[config.mk]
export PLATFORM = sky130hd
export DESIGN_NAME = data_out_mem_flat
export DESIGN_NICKNAME = d
export VERILOG_FILES = /design/src/rtl/data_out_mem_if.sv /design/src/rtl/data_out_mem.sv /design/src/flat_wrapper.sv
export SDC_FILE = /design/constraint.sdc
export NUM_CORES = 1
export LEC_CHECK = 0
export BUFFER_PORTS_ARGS = -buffer_cell sky130_fd_sc_hd__buf_2
export CORE_UTILIZATION = 66
export CTS_CLUSTER_DIAMETER = 200
export CTS_CLUSTER_SIZE = 24
export DETAILED_ROUTE_END_ITERATION = 16
export PLACE_DENSITY = 0.83
export SLEW_MARGIN = 20
export SYNTH_ARGS = -nofsm -noshare
export SYNTH_HDL_FRONTEND = slang
export SYNTH_SLANG_ARGS = --single-unit
[constraint.sdc]
create_clock -name clk -period 7.5 [get_ports clk]
set_input_delay 1.125 -clock clk [delete_from_list [all_inputs] [get_ports clk]]
set_output_delay 1.125 -clock clk [all_outputs]
set_load 0.01 [all_outputs]
[src/rtl/data_out_mem_if.sv]
// Bundle of the pixel write handshake and the readback port for data_out_mem.
// The producer/readback side uses master; the memory block uses slave.
interface data_out_mem_if #(
    parameter int WIDTH = 24,
    parameter int DEPTH = 24
);
    localparam int AW = $clog2(DEPTH);
    localparam int CW = $clog2(DEPTH + 1);

    logic             start;
    logic             wr_valid;
    logic [WIDTH-1:0] wr_data;
    logic             wr_ready;
    logic [AW-1:0]    rd_addr;
    logic [WIDTH-1:0] rd_data;
    logic [CW-1:0]    count;
    logic             done;

    modport master (
        output start, wr_valid, wr_data, rd_addr,
        input  wr_ready, rd_data, count, done
    );

    modport slave (
        input  start, wr_valid, wr_data, rd_addr,
        output wr_ready, rd_data, count, done
    );
endinterface

[src/rtl/data_out_mem.sv]
// Output-side pixel memory: captures one frame of DEPTH pixels at
// auto-incrementing addresses and offers a registered readback port.
module data_out_mem #(
    parameter int WIDTH = 24,
    parameter int DEPTH = 24
) (
    input  logic          clk,
    input  logic          rst,
    data_out_mem_if.slave bus
);
    localparam int AW = $clog2(DEPTH);
    localparam int CW = $clog2(DEPTH + 1);
    localparam logic [CW-1:0] LAST_CNT  = CW'(DEPTH - 1);
    localparam logic [AW:0]   DEPTH_EXT = (AW + 1)'(DEPTH);

    typedef enum logic [1:0] {
        ST_IDLE,
        ST_WRITE,
        ST_DONE
    } state_t;

    state_t           state_q, state_d;
    logic [CW-1:0]    count_q, count_d;
    logic [WIDTH-1:0] rd_data_q, rd_data_d;
    logic             wr_accept;
    logic [AW-1:0]    wr_addr;

    logic [WIDTH-1:0] mem [DEPTH];

    // start wins over a same-cycle pixel, so that pixel is never stored.
    always_comb begin
        state_d   = state_q;
        count_d   = count_q;
        wr_accept = 1'b0;
        case (state_q)
            ST_IDLE, ST_DONE: begin
                if (bus.start) begin
                    state_d = ST_WRITE;
                    count_d = '0;
                end
            end
            ST_WRITE: begin
                if (bus.start) begin
                    count_d = '0;
                end else if (bus.wr_valid) begin
                    wr_accept = 1'b1;
                    count_d   = count_q + CW'(1);
                    if (count_q == LAST_CNT) begin
                        state_d = ST_DONE;
                    end
                end
            end
            default: begin
                state_d = ST_IDLE;
                count_d = '0;
            end
        endcase
    end

    assign wr_addr = count_q[AW-1:0];

    always_comb begin
        rd_data_d = '0;
        if ({1'b0, bus.rd_addr} < DEPTH_EXT) begin
            rd_data_d = mem[bus.rd_addr];
        end
    end

    always_ff @(posedge clk) begin
        if (rst) begin
            state_q   <= ST_IDLE;
            count_q   <= '0;
            rd_data_q <= '0;
        end else begin
            state_q   <= state_d;
            count_q   <= count_d;
            rd_data_q <= rd_data_d;
        end
    end

    // Contents are never cleared; reset only blocks the write.
    always_ff @(posedge clk) begin
        if (!rst && wr_accept) begin
            mem[wr_addr] <= bus.wr_data;
        end
    end

    assign bus.wr_ready = (state_q == ST_WRITE);
    assign bus.done     = (state_q == ST_DONE);
    assign bus.count    = count_q;
    assign bus.rd_data  = rd_data_q;
endmodule

[src/flat_wrapper.sv]
// flat-port wrapper written by rule: the top's interface ports become plain ports
module data_out_mem_flat 
#(
    parameter int WIDTH = 24,
    parameter int DEPTH = 24
)
  (clk, rst, bus_start, bus_wr_valid, bus_wr_data, bus_rd_addr, bus_wr_ready, bus_rd_data, bus_count, bus_done);
  data_out_mem_if #(.WIDTH(WIDTH), .DEPTH(DEPTH)) bus_i ();
  input  logic clk;
  input  logic rst;
  input wire logic [$bits(bus_i.start)-1:0] bus_start;
  input wire logic [$bits(bus_i.wr_valid)-1:0] bus_wr_valid;
  input wire logic [$bits(bus_i.wr_data)-1:0] bus_wr_data;
  input wire logic [$bits(bus_i.rd_addr)-1:0] bus_rd_addr;
  output wire logic [$bits(bus_i.wr_ready)-1:0] bus_wr_ready;
  output wire logic [$bits(bus_i.rd_data)-1:0] bus_rd_data;
  output wire logic [$bits(bus_i.count)-1:0] bus_count;
  output wire logic [$bits(bus_i.done)-1:0] bus_done;
  assign bus_i.start = bus_start;
  assign bus_i.wr_valid = bus_wr_valid;
  assign bus_i.wr_data = bus_wr_data;
  assign bus_i.rd_addr = bus_rd_addr;
  assign bus_wr_ready = bus_i.wr_ready;
  assign bus_rd_data = bus_i.rd_data;
  assign bus_count = bus_i.count;
  assign bus_done = bus_i.done;
  data_out_mem #(.WIDTH(WIDTH), .DEPTH(DEPTH)) u_core (.clk(clk), .rst(rst), .bus(bus_i));
endmodule
==> impl_results.md <==
- Crit start category: input port
- Die Wd: 189 um
- I/O Buffers: 63
- Vias in the first global route: 11,100
- Seq cells post-synth: 607
- Top_reg_cell synth: edfxtp_1
- Period utilization: 43.3%
- Final Max Slew Viols: 0
- CTS tree: built
- Reg2reg start: u_core.state_q[0]
- Reg2reg setup slack: 4910 ps
- Worst-Margin Slew: 1110 ps
- P_leak: 8.09 nW
- Status: finished, final reports clean
- Die H: 189 um
- Synth Cell Area: 23,100 um2
- Synth warnings: 0
- CP max FO: 86
- Crit path DAT: 3710 ps
- Clock-pin slew on the worst setup and hold paths: 90 ps
- Core area: 34,500 um2
- Fmax: 308 MHz
- Worst Setup SP: bus_rd_addr[0]
- Initial antenna violation count: 2
- Gr ovfl total: 0
- Cts hold-fix bufs: 0
- Vias per cell: 6.89
- Via count: 11,200
- R2R cell count: 4
- Tot GR Track Use: 27.8%
- Min cycle time layout: 3250 ps
- Die area: 35,800 um2
- Postcts setup bufs: 0
- Resized cells post-CTS: 0
- Drt drc: 0
- Wire per inst: 29.9 um
- Final Hold Viols: 0
- Htree depth: 1
- Synth area leaders: edfxtp_1, mux4_2, mux2i_1
- Diode count: 0
- Largest net degree at the start of global routing: 87
- Clock skew: 14.1 ps
- Net count after synthesis: 1,132
- Starting Density: 66.9%
- Avg Synthesized Cell Area: 21.1 um2
- Max VDD drop: 0.184 mV
- Post-synth EDFFs: 576
- Post-Syn Instances: 1,095
- Hold depth: 2
- Total power: 5.70 mW
- ANT nets after route: 0
- Row cnt: 68
- Slew headroom: 25.9%
- Critical R2R Capture: u_core.mem[7][8]
- Clock Sinks: 607
- Pre-Repair DR Iteration Count: 5
- Synth-to-Final Area Change: 8.00%
- CTS Buffer Depth: 3
- Clock latency on the worst-skew pair: 580 ps
- Worst path required time: 7960 ps
- TNS Setup: 0 ps
- Layout cell share with drive strength beyond 1: 21.4%
- Hold Path Class: register to register
- 1st-iter DRT viols: 1,402
- I/O pin count: 64
- Routed WL: 48.8 mm
- Top-area cell type share of the netlist area: 74.8%
- CTS Root Cell: clkbuf_16
- Distinct cells, synth: 37
- Crit path kind: input port to register
- Sequential share of the synthesized area: 77.5%
- Max_cap viols: 0
- Final Wtd Congestion: 0.726
- CTS Buf Count: 29
- Worst setup endpoint: u_core.bus.rd_data[10]
- Final HPWL DP: 25.5 mm
- CP endpoint kind: register
- Fin nets: 1,194
- Synth async-reset ratio: 0%
- Post-synth top area cell: edfxtp_1
- RSZ-0062 raised after global routing: false
- First-pass GRT wire length: 70.9 mm
- Final setup viols: 0
- Power density cells: 228 nW/um2
cells in the mapped netlist (2+ instances only):
cell type and number:
buf_4 9, mux2i_1 118, or3_1 2, buf_6 6, mux2_2 24, or3b_2 2
o21ai_0 4, buf_8 2, o21ai_1 16, a221oi_1 18, nor2_1 34, nand3b_1 2
o2111ai_1 2, o211ai_1 8, ha_1 4, a22oi_1 39, nor2b_1 4, dfxtp_1 31
mux4_2 76, xor2_1 3, buf_2 11, nand3_1 7, edfxtp_1 576, inv_1 4
a21oi_1 9, clkbuf_1 29, nand2_1 25, mux4_1 21
cells in the final DEF (no fill, tap or decap), types with 21 or more instances in the layout:
cell type    n
mux4_2      76
a22oi_1     39
mux2_2      24
dfxtp_1     31
mux2i_1    118
nand2_1     25
buf_4       21
edfxtp_1   576
mux4_1      21
buf_2       60
clkbuf_16   29
per-stage QoR:
step | cell area (um2) | setup slack, ps | utilization (%) | std cells | hold WS, ps
2_1_floorplan | 23100 | 4290 | - | 1095 | 484
3_3_place_gp | 24000 | 3720 | 69.4 | 1572 | 510
3_5_place_dp | 24000 | 3650 | 69.4 | 1573 | 526
4_1_cts | 24800 | 4270 | 71.8 | 1622 | 540
5_1_grt | 25000 | 4110 | 72.3 | 1630 | 580
6_report | 25000 | 4250 | 72.3 | 1630 | 530
critical path, stage by stage:
cell,delay (ps)
buf_8,620
buf_4,630
mux4_1,650
mux2_2,300
a22oi_1,200
o21ai_1,80
sequential cells by signal, indices dropped and copies added (netlist names):
signal	count
u_core.bus.count	5
u_core.bus.rd_data	24
u_core.mem	576
u_core.state_q	2
logic make-up (layout without fill, tap and decap cells):
family	after synthesis	in the layout	synth area share, %
compound gates	97	97	2.94
fa+ha+maj	4	4	0.216
flops	607	607	77.5
mux	239	239	16.1
buf+inv	64	144	1.61
simple gates	80	80	1.52
xor+xnor	4	4	0.152
area by class of cell:
class                   count  area (um2)
multi-input cells         424        4980
clock inverters             1        20.0
well taps                 455         569
inverters                   4        15.0
clock buffers              48         797
flip-flops and latches    607       17900
repair buffers             91         668
fillers                  1920        9570
routing by layer:
metal | share of wire, % | vias up | GRT usage [%] | wire length (um)
li1 | - | 4634 | - | -
met5 | 0.047 | - | 0 | 23
met4 | 2.1 | 4 | 8.13 | 1050
met3 | 8.5 | 86 | 3.60 | 4160
met1 | 40 | 5874 | 41.9 | 19400
met2 | 50 | 634 | 43.7 | 24200
power by group:
part | internal (mW) | leakage [nW] | total [mW] | switching, mW
clock | 0.736 | 0.390 | 1.72 | 0.981
combinational | 0.106 | 2.27 | 0.267 | 0.161
sequential | 3.71 | 5.43 | 3.72 | 0.00841
total | 4.55 | 8.09 | 5.70 | 1.15
worst min-delay path by stage:
stage	start	to	slack, ps
floorplan	u_core.state_q[1]	u_core.state_q[0]	480
global placement	u_core.state_q[1]	u_core.state_q[0]	510
detailed placement	u_core.bus.count[1]	u_core.bus.count[1]	530
CTS	u_core.bus.count[1]	u_core.bus.count[1]	540
global route	u_core.bus.count[1]	u_core.bus.count[1]	580
finish	u_core.bus.count[1]	u_core.bus.count[1]	530
Power figures use the tool's default switching activity.
